===== src/rtl/bp_cce_dir_arbiter.sv =====
// rtl/bp_cce_dir_arbiter.sv - CCE directory port arbiter between microcode and message unit
module bp_cce_dir_arbiter #(
  parameter int max_wait_p  = 16,
  parameter int cnt_width_p = 8
) (
  input  logic                   clk_i,
  input  logic                   reset_i,
  input  logic                   ucode_v_i,
  output logic                   ucode_gnt_o,
  input  logic                   msg_v_i,
  input  logic                   msg_lock_i,
  output logic                   msg_gnt_o,
  input  logic                   dir_busy_i,
  output logic                   dir_v_o,
  output logic                   dir_sel_o,
  output logic                   msg_dir_w_busy_o,
  input  logic                   clr_stall_cnt_i,
  output logic [cnt_width_p-1:0] starve_count_o
);

  localparam int wait_width_lp = $clog2(max_wait_p + 1);
  localparam logic [wait_width_lp-1:0] wait_max_lp = wait_width_lp'(max_wait_p);
  localparam logic [cnt_width_p-1:0]   starve_max_lp = '1;

  typedef enum logic [1:0] {
    e_idle  = 2'd0,
    e_lock  = 2'd1,
    e_yield = 2'd2
  } state_e;

  state_e                   state_r, state_n;
  logic [wait_width_lp-1:0] wait_cnt_r, wait_cnt_n;
  logic                     wait_sat;
  logic                     ucode_denied;

  assign wait_sat     = (wait_cnt_r == wait_max_lp);
  assign ucode_denied = ucode_v_i & ~ucode_gnt_o;

  // Grant selection: a starved microcode request beats the message unit in idle
  always_comb begin
    ucode_gnt_o = 1'b0;
    msg_gnt_o   = 1'b0;
    if (!reset_i && !dir_busy_i) begin
      unique case (state_r)
        e_idle: begin
          if (wait_sat && ucode_v_i) ucode_gnt_o = 1'b1;
          else if (msg_v_i)          msg_gnt_o   = 1'b1;
          else if (ucode_v_i)        ucode_gnt_o = 1'b1;
        end
        e_lock:  msg_gnt_o   = msg_v_i;
        e_yield: ucode_gnt_o = ucode_v_i;
        default: ;
      endcase
    end
  end

  assign dir_v_o          = ucode_gnt_o | msg_gnt_o;
  assign dir_sel_o        = msg_gnt_o;
  assign msg_dir_w_busy_o = ~reset_i & (msg_gnt_o | (state_r == e_lock));

  // Next wait count and next state; a busy directory freezes the state
  always_comb begin
    if (ucode_gnt_o)                 wait_cnt_n = '0;
    else if (ucode_v_i && !wait_sat) wait_cnt_n = wait_cnt_r + 1'b1;
    else                             wait_cnt_n = wait_cnt_r;

    state_n = state_r;
    if (!dir_busy_i) begin
      unique case (state_r)
        e_idle:  if (msg_gnt_o && msg_lock_i) state_n = e_lock;
        e_lock: begin
          if (!msg_lock_i)                     state_n = e_idle;
          else if (wait_cnt_n == wait_max_lp)  state_n = e_yield;
        end
        e_yield: state_n = msg_lock_i ? e_lock : e_idle;
        default: state_n = e_idle;
      endcase
    end
  end

  // State, bounded-wait counter and saturating starvation statistic
  always_ff @(posedge clk_i) begin
    if (reset_i) begin
      state_r        <= e_idle;
      wait_cnt_r     <= '0;
      starve_count_o <= '0;
    end else begin
      state_r <= state_n;
      // Leaving yield always restarts the wait window, granted or abandoned
      if (state_r == e_yield && !dir_busy_i) wait_cnt_r <= '0;
      else                                    wait_cnt_r <= wait_cnt_n;
      if (clr_stall_cnt_i)
        starve_count_o <= '0;
      else if (ucode_denied && starve_count_o != starve_max_lp)
        starve_count_o <= starve_count_o + 1'b1;
    end
  end

endmodule


===== config.mk =====
export PLATFORM = sky130hd
export DESIGN_NAME = bp_cce_dir_arbiter
export DESIGN_NICKNAME = d
export VERILOG_FILES = /design/src/rtl/bp_cce_dir_arbiter.sv
export SDC_FILE = /design/constraint.sdc
export NUM_CORES = 1
export LEC_CHECK = 0
export ABC_AREA = 1
export CAP_MARGIN = 20
export CORE_MARGIN = 4
export CORE_UTILIZATION = 35
export CTS_BUF_LIST = sky130_fd_sc_hd__clkbuf_4 sky130_fd_sc_hd__clkbuf_8 sky130_fd_sc_hd__clkbuf_16
export DETAILED_ROUTE_END_ITERATION = 8
export PLACE_DENSITY = 0.59
export SYNTH_ARGS = -nofsm -noshare
export SYNTH_HDL_FRONTEND = slang
export SYNTH_SLANG_ARGS = --single-unit

===== constraint.sdc =====
create_clock -name clk_i -period 2.2 [get_ports clk_i]
set_clock_uncertainty 0.05 [all_clocks]
set_input_delay 0.22 -clock clk_i [delete_from_list [all_inputs] [get_ports clk_i]]
set_output_delay 0.22 -clock clk_i [all_outputs]
set_load 0.005 [all_outputs]

==> out/metrics.csv <==
metric,value,unit
status,"complete, no violations",
nNetsFinal,180,
port_buffers,19,
arrival,1.81,ns
rsz0062_at_grt,no,
cp_max_fo,5,
seq_area_frac_synth,31.6,%
ctsHoldBuffers,0,
antenna_cells,0,
die_y,60.1,um
syn_to_final_growth,28.6,%
synth_largest_area_cell,dfxtp_1,
initial_utilization,37.4,%
synth_cells,147,
ir_worst_vdd,0.319,mV
synth_xor_area_share,0,%
routedWlPerCell,11.1,um
yosys.area_share.simple,40.5,%
design_area,0.00122,mm^2
met3_usage,1.73,%
via_per_inst,4.94,
synth.area.mux_share,0,%
maxCapViolCount,0,
hp-class,reg -> reg,
synth_compound_area_share,11.3,%
wirelength,2210,um
hpwl,1650,um
hold-path-endpoint,starve_count_o[7],
ctsLongestPathBuffers,2,
routabilityCongestion,0.812,
synth_fa_ha_area_share,3.95,%
grt_pass1_vias,948,
worstSkewPairLatency,0.29,ns
fp-row-count,18,
r2r_slack,0.45,ns
drive_above_1_share,14.2,%
yosysWarnings,0,
synth.avg_cell_area,6.47,um^2
dr_total_vias,984,
reg2reg_depth,14,
hold_violations,0,
tns,0,ns
setup_violations,0,
gr-total-overflow,0,
grt_busiest_layer,met2,
grt_pass1_wl,3730,um
cts_tree,built,
use_met2,21.8,%
synth_nets,157,
dieWidth,60.1,um
drc,0,
h-tree-depth,1,
n_fill_cell,280,
ys_ff_latch,15,
critPathKind,reg -> out,
die_area,0.00362,mm^2
cts_root_buffer,clkbuf_4,
fmax,0.481,GHz
ios,20,
reg2reg_from,wait_cnt_r[0],
antenna_found_initial,0,
coreArea,0.00254,mm^2
max_slew_margin,51.9,%
fin_crit_sh,94.4,%
start_kind,register,
leakage,0.000577,uW
worst_pin_slew,0.716,ns
hold_start,starve_count_o[7],
clock-sinks,15,
synth.distinct_cells,21,
synth_top_family_by_area,simple AND/OR/NAND/NOR gates,
drtPass1Iterations,6,
synth_top_area_share,31.6,%
slew_violations,0,
ant_nets,0,
r2r-end,starve_count_o[7],
power_density,470,mW/mm^2
met1_usage,16.8,%
hold_depth,2,
cts_buffers,3,
synth_area_leaders,"dfxtp_1 (32%), nand2_1 (15%), inv_1 (9.9%)",
syn_area,951,um^2
grt_start_max_net_pins,10,
clk_pin_slew_worst_paths,0.10,ns
grt_util_all_layers,13.3,%
place_area,0.00117,mm^2
period_needed,2.08,ns
drt_iter0_drc,32,
crit_path_end_kind,output port,
required,1.93,ns
postCtsSetupBuffers,0,
[worst max-delay path, stage by stage (launching register included)]
cell and delay (ns):
dfxtp_4 0.37, inv_1 0.05, ha_1 0.18, nand2_1 0.07, inv_2 0.05, nand3_1 0.11, nand2_2 0.09, inv_1 0.08
clkdlybuf4s50_1 0.50
[registers in the layout, summed over array words and instances, names as in the netlist]
name            count
state_r             2
wait_cnt_r          5
starve_count_o      8
[layout by cell type, fill, tap and decap left out]
master and n:
nand2_2 2, nand2_4 3, nor4_1 1, a21oi_1 11, clkbuf_4 3, nand2_1 36
o21ai_0 6, buf_4 1, nand4_1 3, dfxtp_4 1, inv_1 24, nand3_1 11
dfxtp_2 1, dlymetal6s2s_1 3, nor2_2 1, nor2_1 14, nand3_4 1, clkdlybuf4s50_1 16
nor3_2 3, nor3_1 1, a21oi_2 1, inv_2 4, o31ai_1 1, ha_1 3
clkinv_2 1, dfxtp_1 13, o21ai_1 2, nand3_2 2
[how the worst max path moves through the flow]
stage / start / endpoint / slack, ns / cells after the start
6_report: wait_cnt_r[0] / msg_gnt_o / 0.12 / 8
2_1_floorplan: wait_cnt_r[0] / starve_count_o[7] / 0.57 / 14
3_5_place_dp: reset_i / msg_dir_w_busy_o / 0.20 / 5
4_1_cts: wait_cnt_r[0] / msg_dir_w_busy_o / 0.01 / 8
3_3_place_gp: reset_i / msg_dir_w_busy_o / 0.24 / 5
5_1_grt: wait_cnt_r[0] / msg_gnt_o / 0.01 / 8
[synthesized netlist by cell type, drive strengths merged]
cell,number
nor4,1
a21oi,12
buf,2
inv,28
nor2,15
o31ai,1
nor3,4
ha,3
nand2,41
nand3,14
nand4,3
o21ai,8
dfxtp,15
[layout make-up]
| type | instances | area [um^2] | share of cell area (%) |
|---|---|---|---|
| Inverter | 28 | 105 | 8.60 |
| Sequential cell | 15 | 305 | 25.0 |
| Tap cell | 30 | 37.5 | 3.07 |
| Timing Repair Buffer | 20 | 205 | 16.8 |
| Clock inverter | 1 | 5.00 | 0.409 |
| Multi-Input combinational cell | 102 | 542 | 44.3 |
| Clock buffer | 3 | 22.5 | 1.84 |
[layer usage]
metal  vias up  routed length (um)  part of all wire [%]
li1        511                   -                     -
met1       445                1070                    48
met2        26                1040                    47
met3         2                  74                   3.3
met4         0                  24                   1.1
met5         -                   0                     0
[logic make-up after synthesis]
| family | Yosys count |
|---|---|
| AO/OA/AOI/OAI | 21 |
| adder cells (fa/ha/maj) | 3 |
| AND/OR/NAND/NOR | 78 |
| buffers and inverters | 30 |
| flip-flops | 15 |
[what timing repair did]
action | 4_1_cts | 5_1_grt
hold endpoints to repair | 0 | 0
gates resized for setup | 2 | 8
endpoints found under the setup margin | 1 | 5
[power by group]
| part | leakage (uW) | internal (uW) | switching, uW |
|---|---|---|---|
| clock network | 0.0000177 | 67.7 | 99.6 |
| logic | 0.000437 | 50.2 | 64.7 |
| registers | 0.000123 | 282 | 10.4 |
| total | 0.000577 | 400 | 175 |
[per-stage QoR]
stage	hold slack (ns)	instances	setup WS, ns	total power, uW	utilization, %
2_1_floorplan	0.338	147	0.572	369	-
3_3_place_gp	0.425	195	0.239	410	46.0
3_5_place_dp	0.429	195	0.201	411	46.0
4_1_cts	0.451	199	0.0110	581	47.2
5_1_grt	0.475	199	0.0110	609	48.0
6_report	0.445	199	0.122	575	48.0
Power figures use the tool's default switching activity.
